--- src/rtl/sockit_spi_arb.sv ---
// Round-robin, packet-locked arbiter for the shared SPI command channel, with a registered output.
// Optional lock timeout with err pulse: define SOCKIT_SPI_ARB_TIMEOUT_EN.
module sockit_spi_arb #(
   parameter int N   = 3,
   parameter int DW  = 32,
   parameter int LST = 31,
   parameter int TMO = 255
) (
   input  logic            clk,
   input  logic            rst,
   input  logic            clr,
   input  logic [N-1:0]    req_vld,
   input  logic [N*DW-1:0] req_dat,
   output logic [N-1:0]    req_rdy,
   output logic            cmd_vld,
   output logic [DW-1:0]   cmd_dat,
   input  logic            cmd_rdy,
   output logic [N-1:0]    gnt,
`ifdef SOCKIT_SPI_ARB_TIMEOUT_EN
   output logic            err,
`endif
   output logic            busy
);

   localparam int PW = (N > 1) ? $clog2(N) : 1;

   typedef enum logic {IDLE, LOCK} state_t;

   state_t        state_q, state_d;
   logic [PW-1:0] ptr, owner, sel_idx;
   logic [N-1:0]  sel;
   logic          acc, xfer, tmo_hit;
   logic [DW-1:0] dat;
   int            idx;
   logic          found;

   assign acc     = ~cmd_vld | cmd_rdy;
   assign req_rdy = sel & {N{acc}};
   assign xfer    = |(req_vld & req_rdy);
   assign dat     = req_dat[int'(sel_idx)*DW +: DW];
   assign gnt     = (state_q == LOCK) ? sel : '0;
   assign busy    = (state_q == LOCK) | cmd_vld;

   // Rotating search starts just after the last winner, so no requester has fixed priority.
   always_comb begin
      sel     = '0;
      sel_idx = '0;
      found   = 1'b0;
      idx     = 0;
      if (state_q == LOCK) begin
         sel[owner] = 1'b1;
         sel_idx    = owner;
      end else begin
         for (int off = 1; off <= N; off++) begin
            idx = (int'(ptr) + off) % N;
            if (!found && req_vld[idx]) begin
               found    = 1'b1;
               sel[idx] = 1'b1;
               sel_idx  = PW'(idx);
            end
         end
      end
   end

   always_comb begin
      state_d = state_q;
      case (state_q)
         IDLE:    if (xfer && !dat[LST]) state_d = LOCK;
         LOCK:    if ((xfer && dat[LST]) || tmo_hit) state_d = IDLE;
         default: state_d = IDLE;
      endcase
   end

   always_ff @(posedge clk or negedge rst) begin
      if (!rst) begin
         state_q <= IDLE;
         ptr     <= PW'(N-1);
         owner   <= '0;
      end else if (clr) begin
         state_q <= IDLE;
         ptr     <= PW'(N-1);
         owner   <= '0;
      end else begin
         state_q <= state_d;
         if (xfer) begin
            ptr   <= sel_idx;
            owner <= sel_idx;
         end else if (tmo_hit) begin
            ptr <= owner;
         end
      end
   end

   // Output stage: one register toward the SPI sequencer.
   always_ff @(posedge clk or negedge rst) begin
      if (!rst) begin
         cmd_vld <= 1'b0;
         cmd_dat <= '0;
      end else if (clr) begin
         cmd_vld <= 1'b0;
         cmd_dat <= '0;
      end else if (xfer) begin
         cmd_vld <= 1'b1;
         cmd_dat <= dat;
      end else if (cmd_rdy) begin
         cmd_vld <= 1'b0;
      end
   end

`ifdef SOCKIT_SPI_ARB_TIMEOUT_EN
   logic [7:0] cnt;

   // Fires on the idle cycle that would bring the count up to TMO.
   assign tmo_hit = (state_q == LOCK) && !xfer && !req_vld[owner] &&
                    ((cnt + 8'd1) == 8'(TMO));

   always_ff @(posedge clk or negedge rst) begin
      if (!rst) begin
         cnt <= '0;
         err <= 1'b0;
      end else if (clr) begin
         cnt <= '0;
         err <= 1'b0;
      end else begin
         err <= tmo_hit;
         if (state_q != LOCK || xfer || tmo_hit)
            cnt <= '0;
         else if (!req_vld[owner])
            cnt <= cnt + 8'd1;
      end
   end
`else
   assign tmo_hit = 1'b0;
`endif

endmodule

--- config.mk ---
export PLATFORM = sky130hd
export DESIGN_NAME = sockit_spi_arb
export DESIGN_NICKNAME = d
export VERILOG_FILES = /design/src/rtl/sockit_spi_arb.sv
export SDC_FILE = /design/constraint.sdc
export NUM_CORES = 1
export LEC_CHECK = 0
export BUFFER_PORTS_ARGS = -buffer_cell sky130_fd_sc_hd__buf_4
export CAP_MARGIN = 5
export CORE_MARGIN = 2
export CORE_UTILIZATION = 42
export CTS_CLUSTER_DIAMETER = 60
export CTS_CLUSTER_SIZE = 24
export DETAILED_ROUTE_END_ITERATION = 10
export PLACE_DENSITY = 0.78
export REMOVE_ABC_BUFFERS = 1
export SETUP_SLACK_MARGIN = 0.4
export SLEW_MARGIN = 25
export SYNTH_ARGS = -nofsm -noshare
export SYNTH_HDL_FRONTEND = slang
export SYNTH_SLANG_ARGS = --single-unit
--- constraint.sdc ---
create_clock -name clk -period 3.1 [get_ports clk]
set_input_delay 0.62 -clock clk [delete_from_list [all_inputs] [get_ports clk]]
set_output_delay 0.62 -clock clk [all_outputs]
set_load 0.03 [all_outputs]
==> results of run 1 <==
-- area by class of cell --
type	count	area, sq um	share of cell area [%]
timing repair buffer	178	1480	33.4
tap	77	96.3	2.17
multi-input combinational	183	1810	40.8
sequential	37	928	20.9
clock buffer	7	96.3	2.17
clock inverter	1	5.00	0.113
inverter	6	22.5	0.507
-- power by group through the flow --
stage,registers (uW),clock network (uW),logic [uW]
2_1_floorplan,1100,0,1760
3_3_place_gp,836,0,3070
3_5_place_dp,826,0,3140
4_1_cts,834,373,3600
5_1_grt,866,392,4030
6_report,844,365,3790
-- layer usage --
metal | part of all wire [%] | GRT usage (%)
met5 | 0 | 0
met1 | 40 | 30.2
met4 | 3.4 | 8.95
met3 | 6.7 | 5.25
met2 | 50 | 43.0
-- cell families (layout without fill, tap and decap cells) --
logic type                 count (synthesis)  count (layout)
AOI/OAI and AO/OA                         95              95
adders and majority gates                  5               5
buffers and inverters                     29             192
DFF                                       37              37
muxes                                     34              34
and+or+nand+nor                           49              49
-- worst max-delay path by stage --
stage	slack, ns	endpoint	depth (start not counted)	from
6_report	0.28	cmd_dat[7]	10	ptr[1]
5_1_grt	0.22	cmd_dat[14]	11	ptr[1]
4_1_cts	0.31	req_rdy[1]	8	ptr[1]
3_5_place_dp	0.13	cmd_dat[20]	9	ptr[1]
3_3_place_gp	0.19	cmd_dat[20]	9	ptr[1]
2_1_floorplan	-0.29	cmd_dat[0]	7	ptr[1]
-- worst register-to-register path: stages, from the launching register on --
cell and delay, ns:
dfstp_2 0.54, inv_2 0.05, ha_4 0.32, nor4bb_2 0.06
a311o_1 0.35, nand3_2 0.12, a31oi_4 0.09, or4_4 0.56
buf_6 0.17, buf_12 0.14, mux2_4 0.30
-- cell usage after synthesis, types with 2 or more instances --
master     count
o211ai_1       5
nor2_1         5
o41ai_1        2
buf_12         3
nand2_1        6
ha_1           4
mux2i_1        2
buf_6          2
nand3_1        3
mux2_4        30
nor3_1         5
inv_1          6
a21oi_1        4
and2_1         2
a22oi_1       31
nand2b_1       4
nor4bb_1       2
dfrtp_1       36
and3_1         2
nand4_1        4
a21o_1         2
a311o_1        2
o2bb2ai_1     31
clkbuf_1      13
buf_2          5
nor2b_1        5
a31oi_1        2
o21ai_0        3
-- stage by stage --
stage	power [uW]	util, %	cells	TNS [ns]
finish	5000	70.0	489	0
global placement	3900	61.7	460	0
CTS	4810	68.5	487	0
global route	5290	70.0	489	0
floorplan	2860	-	226	-9.10
detailed placement	3970	61.7	460	0
-- repair_timing --
action                     CTS  global route
setup endpoints to repair   34            37
buffers inserted            15             1
cloned                       4             1
pin swaps                   11            12
gates resized for setup     30            13
-- sequential cells by signal, indices dropped and copies added (netlist names) --
| name | flops |
|---|---|
| cmd_vld | 1 |
| state_q | 1 |
| cmd_dat | 32 |
| ptr | 2 |
| owner | 1 |
==> impl_metrics.env, run 1 <==
export IMPL_whs_ns=0.282
export IMPL_die_w_um=84.8
export IMPL_final_common_cell="buf_4"
export IMPL_cts_inserted_buffers=5
export IMPL_yosysTopAreaCell="dfrtp_1"
export IMPL_num_vias=2853
export IMPL_clk_pin_slew_ns=0.07
export IMPL_synth_adder_area_share_pct=2.19
export IMPL_combPwrFrac_pct=75.8
export IMPL_synthSimpleGateAreaFrac_pct=11.5
export IMPL_synth_ff_type="dfrtp_1"
export IMPL_critPathKind="flip-flop to flip-flop"
export IMPL_post_place_ws_ns=0.134
export IMPL_status="finished clean"
export IMPL_slew_headroom_pct=66.4
export IMPL_cp_start_kind="flip-flop"
export IMPL_antenna_found_initial=0
export IMPL_yosysSeqAreaShare_pct=33.8
export IMPL_clk_path_buf_depth=2
export IMPL_syn_instance_count=249
export IMPL_crit_slowest_cell="or4_4"
export IMPL_drt_pass1_iter_count=4
export IMPL_fmax_mhz=355
export IMPL_regToRegStartpoint="ptr[1]"
export IMPL_skew_ns=0.00577
export IMPL_io_pins=143
export IMPL_r2r_end="cmd_dat[7]"
export IMPL_syn_to_final_growth_pct=61.8
export IMPL_place_area_sq_um=3920
export IMPL_detail_route_vias_per_cell=5.83
export IMPL_synth_edf_count=0
export IMPL_layout_nets=518
export IMPL_rsz0062_at_grt="true"
export IMPL_synth_xor_area_share_pct=0
export IMPL_pwr_share_seq_pct=16.9
export IMPL_hold_class="input port to async pin"
export IMPL_p_sw_uw=2190
export IMPL_tightest_slew_ns=0.504
export IMPL_cts_root_buf="clkbuf_8"
export IMPL_cap_viol_max_count=0
export IMPL_diodes=0
export IMPL_async_flop_share_pct=100
export IMPL_synth_compound_area_share_pct=28.1
export IMPL_worstRegToRegCells=10
export IMPL_die_h_um=84.8
export IMPL_swShare_pct=43.8
export IMPL_power_density_nw_per_um2=1130
export IMPL_synth_distinct_cells=56
export IMPL_synth_warnings=0
export IMPL_netlist_area_sq_um=2750
export IMPL_worstPathMaxFanout=8
export IMPL_clockPowerShare_pct=7.3
export IMPL_drtIter0Drc=185
export IMPL_grt_max_degree=38
export IMPL_hold_viol=0
export IMPL_synth_top_family_by_area="compound AO/OA/AOI/OAI gates"
export IMPL_crit_buf_inv=3
export IMPL_cts_hold_fix_buffers=0
export IMPL_crit_path_end_kind="flip-flop"
export IMPL_reg2reg_slack_ns=0.28
export IMPL_fp_dieArea_sq_um=7200
export IMPL_slowest_delay_ns=0.56
export IMPL_detail_route_wl_per_cell_um=18.3
export IMPL_wl_mm=8.97
export IMPL_initial_core_util_pct=43.2
export IMPL_ir_drop_v=0.000995
export IMPL_fin_ws_ns=0.285
export IMPL_synthMuxAreaShare_pct=18.0
export IMPL_postSynthAreaPerCell_sq_um=11.0
export IMPL_gp_congestion=0.846
export IMPL_crit_arrival_ns=2.98
export IMPL_ys_ff_latch=37
export IMPL_clock_sinks=37
export IMPL_synthTopCellsByArea="dfrtp_1 33%, mux2_4 16%, o2bb2ai_1 9.9%, a22oi_1 8.5%, buf_12 2.2%"
export IMPL_worstPathCellList="inv_2, ha_4, nor4bb_2, a311o_1, nand3_2, a31oi_4, or4_4, buf_6, buf_12, mux2_4"
export IMPL_grt_overflow=0
export IMPL_finalSetupViolCount=0
export IMPL_fillers=471
export IMPL_tritoncts="built"
export IMPL_io_buffers=142
export IMPL_fin_crit_sh_pct=90.8
export IMPL_leakagePower_uw=0.00216
export IMPL_first_global_vias=2943
export IMPL_design_area_sq_um=4440
export IMPL_grt_pass1_wl_mm=14.3
export IMPL_std_cell_rows=29
export IMPL_grt_use_total_pct=24.7
export IMPL_synth_top_cell_area_share_pct=32.8
export IMPL_layout_drive_gt1_share_pct=60.2
export IMPL_cp_top_family="simple AND/OR/NAND/NOR gates"
export IMPL_core_area_sq_um=6350
export IMPL_drc=0
export IMPL_p_int_uw=2810
export IMPL_dp_hpwl_mm=6.22
export IMPL_final_cell_mix="163 x buf_4, 35 x dfrtp_1, 31 x a22oi_1, 31 x o2bb2ai_1, 31 x mux2_4"
export IMPL_htree_levels=2
export IMPL_drv_slew=0
export IMPL_worstPathRequired_ns=3.27
export IMPL_drtAntennaViolNets=0
export IMPL_clk_latency_ns=0.28
export IMPL_period_needed_ns=2.82
Power figures use the tool's default switching activity.
==> inputs of run 2 (changes only) <==
==> constraint.sdc (replaced) <==
create_clock -name clk -period 3.1 [get_ports clk]
set_input_delay 0.155 -clock clk [delete_from_list [all_inputs] [get_ports clk]]
set_output_delay 0.155 -clock clk [all_outputs]
set_load 0.03 [all_outputs]
==> impl_metrics.env, run 2 (synthesized netlist as in run 1, its figures left out) <==
export IMPL_layout_drive_gt1_share_pct=56.8
export IMPL_core_area_sq_um=6350
export IMPL_grt_use_total_pct=24.2
export IMPL_die_w_um=84.8
export IMPL_detail_route_vias_per_cell=5.77
export IMPL_clk_path_buf_depth=2
export IMPL_crit_buf_inv=4
export IMPL_leakagePower_uw=0.00212
export IMPL_wl_met1_mm=3.55
export IMPL_route_met3_wl_um=595
export IMPL_crit_arrival_ns=3.03
export IMPL_largest_reg_flops=32
export IMPL_final_cell_mix="163 x buf_4, 36 x dfrtp_1, 31 x a22oi_1, 31 x o2bb2ai_1, 30 x mux2_4"
export IMPL_utilization_pct=68.0
export IMPL_antenna_found_initial=0
export IMPL_crit_top_cell="buf_12"
export IMPL_period_needed_ns=2.86
export IMPL_wl_mm=8.70
export IMPL_top_layer_used="met4"
export IMPL_worstPathMaxFanout=7
export IMPL_io_buffers=142
export IMPL_drc=0
export IMPL_skew_ns=0.00369
export IMPL_detail_route_wl_per_cell_um=17.9
export IMPL_diodes=0
export IMPL_cts_root_buf="clkbuf_8"
export IMPL_slew_headroom_pct=67.3
export IMPL_crit_path_end_kind="flip-flop"
export IMPL_crit_slowest_cell="or4_4"
export IMPL_clk_latency_ns=0.28
export IMPL_hold_viol=0
export IMPL_finalSetupTns_ns=0
export IMPL_tritoncts="built"
export IMPL_power_uw=4800
export IMPL_num_vias=2812
export IMPL_drtAntennaViolNets=0
export IMPL_fmax_mhz=349
export IMPL_first_global_vias=2865
export IMPL_power_density_nw_per_um2=1110
export IMPL_drtIter0Drc=198
export IMPL_dp_hpwl_mm=6.22
export IMPL_initial_core_util_pct=43.2
export IMPL_rsz0062_at_grt="true"
export IMPL_top_register="cmd_dat"
export IMPL_ir_drop_v=0.000940
export IMPL_grt_pass1_wl_mm=14.0
export IMPL_drv_slew=0
export IMPL_fp_dieArea_sq_um=7200
export IMPL_htree_levels=2
export IMPL_gp_congestion=0.846
export IMPL_clock_sinks=37
export IMPL_critPathKind="flip-flop to flip-flop"
export IMPL_io_pins=143
export IMPL_die_h_um=84.8
export IMPL_dr_wl_met2_mm=4.27
export IMPL_finalSetupViolCount=0
export IMPL_hold_class="input port to flip-flop"
export IMPL_clk_pin_slew_ns=0.07
export IMPL_fin_crit_sh_pct=92.4
export IMPL_final_common_cell="buf_4"
export IMPL_drt_pass1_iter_count=4
export IMPL_reg_top3="cmd_dat x32, ptr x2"
export IMPL_syn_to_final_growth_pct=57.2
export IMPL_worstPathRequired_ns=3.27
export IMPL_grt_overflow=0
export IMPL_grt_max_degree=38
export IMPL_cp_top_family="simple AND/OR/NAND/NOR gates"
export IMPL_slowest_delay_ns=0.59
export IMPL_worstPathCellList="ha_4, buf_6, buf_4, and4bb_1, o211ai_1, and2_4, a31oi_4, or4_4, buf_12, buf_12, mux2_1"
export IMPL_std_cell_rows=29
export IMPL_tightest_slew_ns=0.486
export IMPL_cts_inserted_buffers=5
export IMPL_cp_start_kind="flip-flop"
export IMPL_layout_nets=516
export IMPL_cap_viol_max_count=0
export IMPL_reg2reg_slack_ns=0.24
export IMPL_status="finished clean"
## run 2: metrics by stage
step                      instances  hold WS, ns  instance area [sq um]  setup WS, ns
after detailed placement        460        0.151                   3920         0.134
after CTS                       482        0.102                   4250         0.284
after global placement          460        0.135                   3920         0.188
final                           487        0.117                   4320         0.235
after global routing            487        0.112                   4320         0.143
after floorplan                 226       -0.141                   2590        -0.294
## run 2: timing repair
action / CTS / global route
setup buffers: 10 / 4
hold endpoints to repair: 36 / 0
endpoints found under the setup margin: 32 / 34
gates resized for setup: 16 / 3
pin swaps: 1 / 0
hold buffers: 1 / 0
cloned: 3 / 1
## run 2: layout make-up
type                    instances  area (sq um)
well taps                      77          96.3
flip-flops and latches         37           927
repair buffers                176          1480
clock inverters                 1          5.00
multi-input cells             183          1690
inverters                       6          22.5
clock buffers                   7          96.3
fillers                       477          2030
## run 2: path summary, 6_finish.rpt
path | start | end | cells past startpoint
setup / recovery | ptr[0] | cmd_dat[20] | 11
hold / removal | clr | cmd_vld | 2
setup reg to reg | ptr[0] | cmd_dat[20] | 11
hold reg to reg | cmd_dat[20] | cmd_dat[20] | 1
max in group asynchronous | rst | ptr[1] | 2
min in group asynchronous | rst | cmd_dat[19] | 2
## run 2: per-layer routing
metal / GRT usage (%) / up-vias
met5: 0 / -
met3: 5.35 / 25
met4: 8.23 / 0
li1: - / 1311
met2: 40.4 / 129
met1: 31.1 / 1347
## run 2: worst reg2reg max path, delay by kind of cell, from the launching register on
kind                       cells  cell delay, ns
muxes                          1            0.30
DFF                            1            0.44
and+or+nand+nor                3            0.98
AOI/OAI and AO/OA              2            0.29
buffers and inverters          4            0.53
adders and majority gates      1            0.21
## run 2: power by group
| part | switching [uW] | internal, uW | total, uW |
|---|---|---|---|
| Sequential | 154 | 684 | 838 |
| Combinational | 1780 | 1820 | 3600 |
| Clock | 162 | 201 | 363 |
